[config.mk]
export PLATFORM = sky130hd
export DESIGN_NAME = tinydec_flat
export DESIGN_NICKNAME = d
export VERILOG_FILES = /design/src/rtl/tea_pkg.sv /design/src/rtl/tinydec_if.sv /design/src/rtl/tinydec_regs.sv /design/src/rtl/tinydec.sv /design/src/flat_wrapper.sv
export SDC_FILE = /design/constraint.sdc
export NUM_CORES = 1
export LEC_CHECK = 0
export CAP_MARGIN = 20
export CORE_UTILIZATION = 60
export DETAILED_ROUTE_END_ITERATION = 10
export PLACE_DENSITY_LB_ADDON = 0.08
export SYNTH_ARGS = -nofsm -noshare
export SYNTH_HDL_FRONTEND = slang
export SYNTH_HIERARCHICAL = 1
export SYNTH_SLANG_ARGS = --single-unit
[constraint.sdc]
create_clock -name clk -period 7.8 [get_ports clk]
set_input_delay 1.56 -clock clk [delete_from_list [all_inputs] [get_ports clk]]
set_output_delay 1.56 -clock clk [all_outputs]
set_load 0.01 [all_outputs]
[src/rtl/tea_pkg.sv]
// Shared TEA definitions for the 16-bit-half encryptor/decryptor pair:
// APB register addresses, key layout and the half-round mixing function.
package tea_pkg;

  localparam logic [31:0] TEA_ADDR_KEY10 = 32'h0000_0000;
  localparam logic [31:0] TEA_ADDR_KEY32 = 32'h0000_0004;
  localparam logic [31:0] TEA_ADDR_DELTA = 32'h0000_0008;
  localparam logic [31:0] TEA_ADDR_ROUNDS = 32'h0000_000C;

  // Packed so that {k3,k2,k1,k0} lines up with the 64-bit KEY parameter.
  typedef struct packed {
    logic [15:0] k3;
    logic [15:0] k2;
    logic [15:0] k1;
    logic [15:0] k0;
  } tea_key_t;

  // All terms are 16 bits wide, so <<4 truncates and the sums wrap mod 2^16.
  function automatic logic [15:0] tea_f(input logic [15:0] v,
                                        input logic [15:0] sum,
                                        input logic [15:0] ka,
                                        input logic [15:0] kb);
    return ((v << 4) + ka) ^ (v + sum) ^ ((v >> 5) + kb);
  endfunction

endpackage

[src/rtl/tinydec_if.sv]
// Block handshake (req/ack/wdata/rdata) and APB slave bundle for tinydec.
interface tinydec_if;

  logic        req;
  logic [31:0] wdata;
  logic        ack;
  logic [31:0] rdata;

  logic        psel;
  logic        penable;
  logic        pwrite;
  logic [31:0] paddr;
  logic [31:0] pwdata;
  logic [31:0] prdata;
  logic        pready;

  modport slave (
    input  req, wdata, psel, penable, pwrite, paddr, pwdata,
    output ack, rdata, prdata, pready
  );

  modport master (
    output req, wdata, psel, penable, pwrite, paddr, pwdata,
    input  ack, rdata, prdata, pready
  );

endinterface

[src/rtl/tinydec_regs.sv]
// APB register file for tinydec: key, delta and (with TINYDEC_ROUND_REG_EN)
// a runtime round count. Reads are registered on every posedge with psel=1.
module tinydec_regs
  import tea_pkg::*;
#(
  parameter logic [63:0] KEY   = 64'h816fc52b09e74da3,
  parameter logic [15:0] DELTA = 16'h1,
  parameter logic [7:0]  ROUND = 8'd5
) (
  input  logic        clk,
  input  logic        prstb,
  input  logic        psel,
  input  logic        penable,
  input  logic        pwrite,
  input  logic [31:0] paddr,
  input  logic [31:0] pwdata,
  output logic [31:0] prdata,
  output tea_key_t    key,
  output logic [15:0] delta,
  output logic [7:0]  rounds
);

  logic        wr_en;
  logic [31:0] rd_data;

  assign wr_en = psel & penable & pwrite;

  // NOTE: sequential state uses non-blocking assignments so every flop
  // samples the pre-edge values of its neighbours.
  always_ff @(posedge clk or negedge prstb) begin
    if (!prstb) begin
      key   <= tea_key_t'(KEY);
      delta <= DELTA;
    end else if (wr_en) begin
      case (paddr)
        TEA_ADDR_KEY10: {key.k1, key.k0} <= pwdata;
        TEA_ADDR_KEY32: {key.k3, key.k2} <= pwdata;
        TEA_ADDR_DELTA: delta <= pwdata[15:0];
        default: ;
      endcase
    end
  end

`ifdef TINYDEC_ROUND_REG_EN
  always_ff @(posedge clk or negedge prstb) begin
    if (!prstb) begin
      rounds <= ROUND;
    end else if (wr_en && paddr == TEA_ADDR_ROUNDS) begin
      rounds <= pwdata[7:0];
    end
  end
`else
  assign rounds = ROUND;
`endif

  // NOTE: the read mux assigns a default before the case so no latch is
  // inferred for unmapped addresses.
  always_comb begin
    rd_data = '0;
    case (paddr)
      TEA_ADDR_KEY10: rd_data = {key.k1, key.k0};
      TEA_ADDR_KEY32: rd_data = {key.k3, key.k2};
      TEA_ADDR_DELTA: rd_data = {16'h0, delta};
`ifdef TINYDEC_ROUND_REG_EN
      TEA_ADDR_ROUNDS: rd_data = {24'h0, rounds};
`endif
      default: rd_data = '0;
    endcase
  end

  always_ff @(posedge clk or negedge prstb) begin
    if (!prstb) begin
      prdata <= '0;
    end else if (psel) begin
      prdata <= rd_data;
    end
  end

endmodule

[src/rtl/tinydec.sv]
// 16-bit-half TEA decryptor: one 32-bit block per req/ack handshake, one
// inverse round per clock. Optional runtime round count: TINYDEC_ROUND_REG_EN.
module tinydec
  import tea_pkg::*;
#(
  parameter logic [63:0] KEY   = 64'h816fc52b09e74da3,
  parameter logic [15:0] DELTA = 16'h1,
  parameter logic [7:0]  ROUND = 8'd5
) (
  input logic       clk,
  input logic       prstb,
  tinydec_if.slave  bus
);

  typedef enum logic {IDLE, RUN} state_t;

  state_t      state;
  logic        ack_q;
  logic [31:0] rdata_q;

  // Working copies: RUN never looks at the live APB registers.
  tea_key_t    wk;
  logic [15:0] wdelta;
  logic [15:0] sum;
  logic [15:0] x;
  logic [15:0] y;
  logic [7:0]  cnt;

  tea_key_t    cfg_key;
  logic [15:0] cfg_delta;
  logic [7:0]  cfg_rounds;

  logic [15:0] y_nxt;
  logic [15:0] x_nxt;

  tinydec_regs #(
    .KEY   (KEY),
    .DELTA (DELTA),
    .ROUND (ROUND)
  ) u_regs (
    .clk     (clk),
    .prstb   (prstb),
    .psel    (bus.psel),
    .penable (bus.penable),
    .pwrite  (bus.pwrite),
    .paddr   (bus.paddr),
    .pwdata  (bus.pwdata),
    .prdata  (bus.prdata),
    .key     (cfg_key),
    .delta   (cfg_delta),
    .rounds  (cfg_rounds)
  );

  assign bus.pready = 1'b1;
  assign bus.ack    = ack_q;
  assign bus.rdata  = rdata_q;

  // y is updated first and its new value feeds the x half-round.
  always_comb begin
    y_nxt = y - tea_f(x, sum, wk.k2, wk.k3);
    x_nxt = x - tea_f(y_nxt, sum, wk.k0, wk.k1);
  end

  // NOTE: the datapath and snapshot registers are reset along with the
  // control state so an aborted block leaves nothing observable behind.
  always_ff @(posedge clk or negedge prstb) begin
    if (!prstb) begin
      state   <= IDLE;
      ack_q   <= 1'b1;
      rdata_q <= '0;
      cnt     <= '0;
      x       <= '0;
      y       <= '0;
      sum     <= '0;
      wk      <= '0;
      wdelta  <= '0;
    end else begin
      case (state)
        IDLE: begin
          if (bus.req) begin
            if (cfg_rounds != 8'd0) begin
              x      <= bus.wdata[15:0];
              y      <= bus.wdata[31:16];
              wk     <= cfg_key;
              wdelta <= cfg_delta;
              sum    <= cfg_delta * {8'd0, cfg_rounds};
              cnt    <= cfg_rounds;
              ack_q  <= 1'b0;
              state  <= RUN;
            end else begin
              rdata_q <= bus.wdata;
            end
          end
        end
        RUN: begin
          y   <= y_nxt;
          x   <= x_nxt;
          sum <= sum - wdelta;
          cnt <= cnt - 8'd1;
          if (cnt == 8'd1) begin
            rdata_q <= {y_nxt, x_nxt};
            ack_q   <= 1'b1;
            state   <= IDLE;
          end
        end
      endcase
    end
  end

endmodule

[src/flat_wrapper.sv]
// flat-port wrapper written by rule: the top's interface ports become plain ports
module tinydec_flat import tea_pkg::*;
#(
  parameter logic [63:0] KEY   = 64'h816fc52b09e74da3,
  parameter logic [15:0] DELTA = 16'h1,
  parameter logic [7:0]  ROUND = 8'd5
)
  (clk, prstb, bus_req, bus_wdata, bus_psel, bus_penable, bus_pwrite, bus_paddr, bus_pwdata, bus_ack, bus_rdata, bus_prdata, bus_pready);
  tinydec_if bus_i ();
  input logic clk;
  input logic prstb;
  input wire logic [$bits(bus_i.req)-1:0] bus_req;
  input wire logic [$bits(bus_i.wdata)-1:0] bus_wdata;
  input wire logic [$bits(bus_i.psel)-1:0] bus_psel;
  input wire logic [$bits(bus_i.penable)-1:0] bus_penable;
  input wire logic [$bits(bus_i.pwrite)-1:0] bus_pwrite;
  input wire logic [$bits(bus_i.paddr)-1:0] bus_paddr;
  input wire logic [$bits(bus_i.pwdata)-1:0] bus_pwdata;
  output wire logic [$bits(bus_i.ack)-1:0] bus_ack;
  output wire logic [$bits(bus_i.rdata)-1:0] bus_rdata;
  output wire logic [$bits(bus_i.prdata)-1:0] bus_prdata;
  output wire logic [$bits(bus_i.pready)-1:0] bus_pready;
  assign bus_i.req = bus_req;
  assign bus_i.wdata = bus_wdata;
  assign bus_i.psel = bus_psel;
  assign bus_i.penable = bus_penable;
  assign bus_i.pwrite = bus_pwrite;
  assign bus_i.paddr = bus_paddr;
  assign bus_i.pwdata = bus_pwdata;
  assign bus_ack = bus_i.ack;
  assign bus_rdata = bus_i.rdata;
  assign bus_prdata = bus_i.prdata;
  assign bus_pready = bus_i.pready;
  tinydec #(.KEY(KEY), .DELTA(DELTA), .ROUND(ROUND)) u_core (.clk(clk), .prstb(prstb), .bus(bus_i));
endmodule
==> metrics.md <==
| Metric | Value |
|---|---|
| Total grt overflow | `0` |
| GP Congestion | `0.977` |
| YS warnings | `6` |
| Post-synth ARST share | `1.00` |
| CTS tree | `built` |
| Synth unique cells | `74` |
| GR Layer Usage met2 | `0.524` |
| Post-place setup slack | `0.405 ns` |
| Largest net degree at the start of global routing | `165` |
| Final Worst Setup Slack | `0.383 ns` |
| Most used cell, CP | `a21o_1` |
| Status | `completed` |
| Most frequent cell after synthesis | `nand2_1` |
| Mapped Cells | `2155` |
| Final ANT Viol Nets | `0` |
| Post-route setup TNS | `0 ns` |
| Chip height | `187 um` |
| Max-Cap Viols | `0` |
| RSZ-0062 raised after global routing | `no` |
| Sinks on Clock Net | `282` |
| Cell taking the most area after synthesis | `dfrtp_1` |
| DR iter-0 viols | `1267` |
| N_diodes | `0` |
| Final hold violation count | `0` |
| Seq cells post-synth | `282` |
| M1 GR Usage | `0.483` |
| GRT Total Usage | `0.332` |
| Synth Cell Area | `0.0205 mm^2` |
| Layout cell share with drive strength beyond 1 | `0.0973` |
| I/O pins | `168` |
| Final Cycle Share | `0.951` |
| Total Nets Final | `2618` |
| Post-route clock skew | `0.0188 ns` |
| Synth top cells by count | `339 x nand2_1, 248 x dfrtp_1, 165 x inv_1, 157 x xnor2_1, 149 x ha_1` |
| Initial antenna violation count | `0` |
| CTS Buf Count | `30` |
| First-pass GRT wire length | `91.0 mm` |
| Post-Route WL | `57.7 mm` |
| Fmax | `0.135 GHz` |
| Reg-to-reg slack, setup | `0.38 ns` |
| Root buffer cell | `clkbuf_16` |
| Die area | `0.0349 mm^2` |
| Max Root-Sink Buffers | `3` |
| Vias | `16300` |
| Post-synthesis sequential area ratio | `0.346` |
| Hold Buf Count CTS | `0` |
| Vias per cell | `5.89` |
| Req. time, crit path | `8.23 ns` |
| Share of the synthesized area in the top cell type | `0.302` |
| Tightest Pin Transition | `0.945 ns` |
| Post-Place Cells | `2713` |
| Final instance area | `0.0237 mm^2` |
| Final Non-Filler Cells | `2770` |
| # port buffers | `166` |
| Pre-antenna DRT Iters | `5` |
| CP max stage cell | `xnor3_1` |
| Synthesis-to-finish area growth | `15.4%` |
| Fin. max-slew vios | `0` |
| Crit path time final | `7.42 ns` |
| Core Footprint | `0.0336 mm^2` |
| Num rows | `67` |
| Vias in the first global route | `16400` |
| Grt peak-use layer | `met2` |
| Met3 usage | `0.0488` |
| Drt drc | `0` |
| Critical path endpoint category | `flop` |
| Final Setup Violations | `0` |
| EDFF count, synth | `0` |
| Synth top area cells | `dfrtp_1 30%, ha_1 9.1%, fa_1 6.7%` |
| Die width | `187 um` |
| H-tree level count | `1` |
| WS Path Type | `flop to flop` |
| Worst-path maximum fanout | `5` |
| Avg WL per Cell | `20.8 um` |
| Slew Limit Headroom | `0.370` |
| Clock Latency Late Sink | `0.57 ns` |
| CP startpoint kind | `flop` |
| Ys flop type | `dfrtp_1` |
| Placed Area | `0.0226 mm^2` |
| Synthesized area per cell | `9.52 um^2` |
| Filler cells | `2578` |
| Clock transition at path regs | `0.07 ns` |
| HPWL Detailed | `43.9 mm` |
| Initial Util | `0.610` |
| Crit-path max cell delay | `0.42 ns` |
| Type of the worst min-delay path | `flop to flop` |
| Critical path arrival | `7.85 ns` |
==> sequential cells by signal (all words and copies together), names as in the netlist <==
| name | cells |
|---|---|
| u_core/u_regs/key | 64 |
| u_core/wk | 64 |
| u_core/bus.rdata | 32 |
| u_core/u_regs/prdata | 32 |
| u_core/sum | 16 |
| u_core/u_regs/delta | 16 |
| u_core/wdelta | 16 |
| u_core/x | 16 |
| u_core/y | 16 |
| u_core/cnt | 8 |
| u_core/bus.ack | 1 |
| u_core/state | 1 |
==> cell families after synthesis <==
| kind of cell | after synthesis | synth area share |
|---|---|---|
| DFF | 282 | 0.346 |
| AOI/OAI and AO/OA | 401 | 0.121 |
| buffers and inverters | 255 | 0.0522 |
| xor gates and xnor gates | 203 | 0.0887 |
| and+or+nand+nor | 652 | 0.149 |
| adders and majority gates | 218 | 0.158 |
| other | 3 | 0.000549 |
| muxes | 141 | 0.0847 |
==> worst paths after layout <==
check                              from                        to  depth (start not counted)
max                         u_core/x[0]      u_core/bus.rdata[15]                         30
min in group asynchronous         prstb             u_core/cnt[4]                          1
min                        u_core/wk[4]              u_core/wk[4]                          2
max in group asynchronous         prstb  u_core/u_regs/prdata[27]                          2
min reg2reg                u_core/wk[4]              u_core/wk[4]                          2
max reg2reg                 u_core/x[0]      u_core/bus.rdata[15]                         30
==> cell type report <==
class | count | area (um^2) | share of cell area
inverters | 165 | 619 | 0.0262
well taps | 448 | 561 | 0.0237
clock inverters | 18 | 223 | 0.00940
flip-flops and latches | 282 | 7100 | 0.300
clock buffers | 38 | 831 | 0.0351
repair buffers | 195 | 1890 | 0.0799
multi-input cells | 1624 | 12500 | 0.526
==> per-layer routing <==
metal / vias up / wire, um
li1: 7572 / -
met1: 8001 / 26100
met2: 640 / 26000
met3: 89 / 4280
met4: 0 / 1360
met5: - / 0
==> per-stage QoR <==
stage	hold slack, ns	util
2_1_floorplan	0.452	-
3_3_place_gp	0.467	0.671
3_5_place_dp	0.472	0.671
4_1_cts	0.491	0.703
5_1_grt	0.510	0.705
6_report	0.491	0.705
==> placed cells by master (no fill, tap or decap), types with 25 or more instances in the layout <==
cell	instances
a21o_1	26
a21oi_1	124
and2_1	58
buf_4	28
clkbuf_16	30
clkdlybuf4s50_1	164
dfrtp_1	247
dfstp_2	34
fa_1	69
ha_1	149
inv_1	165
mux2_4	60
mux2i_1	59
nand2_1	338
nand2b_1	27
nor2_1	107
nor2b_1	25
nor3_1	27
o21ai_0	86
xnor2_1	155
xor2_1	42
==> critical path: cells and delay by family (launching register included) <==
kind                       cells  cell delay, ns
AOI/OAI and AO/OA             12            2.15
xor gates and xnor gates       7            1.70
adders and majority gates      5            1.65
and+or+nand+nor                6            1.35
DFF                            1            0.41
==> repair_timing <==
| item | CTS | global route |
|---|---|---|
| setup endpoints to repair | 0 | 8 |
| setup buffers | 0 | 1 |
| resized for setup | 0 | 12 |
Power is left out: the tool's default activity adds up to more than one toggle a clock period on the data nets, which glitch-free logic cannot reach.
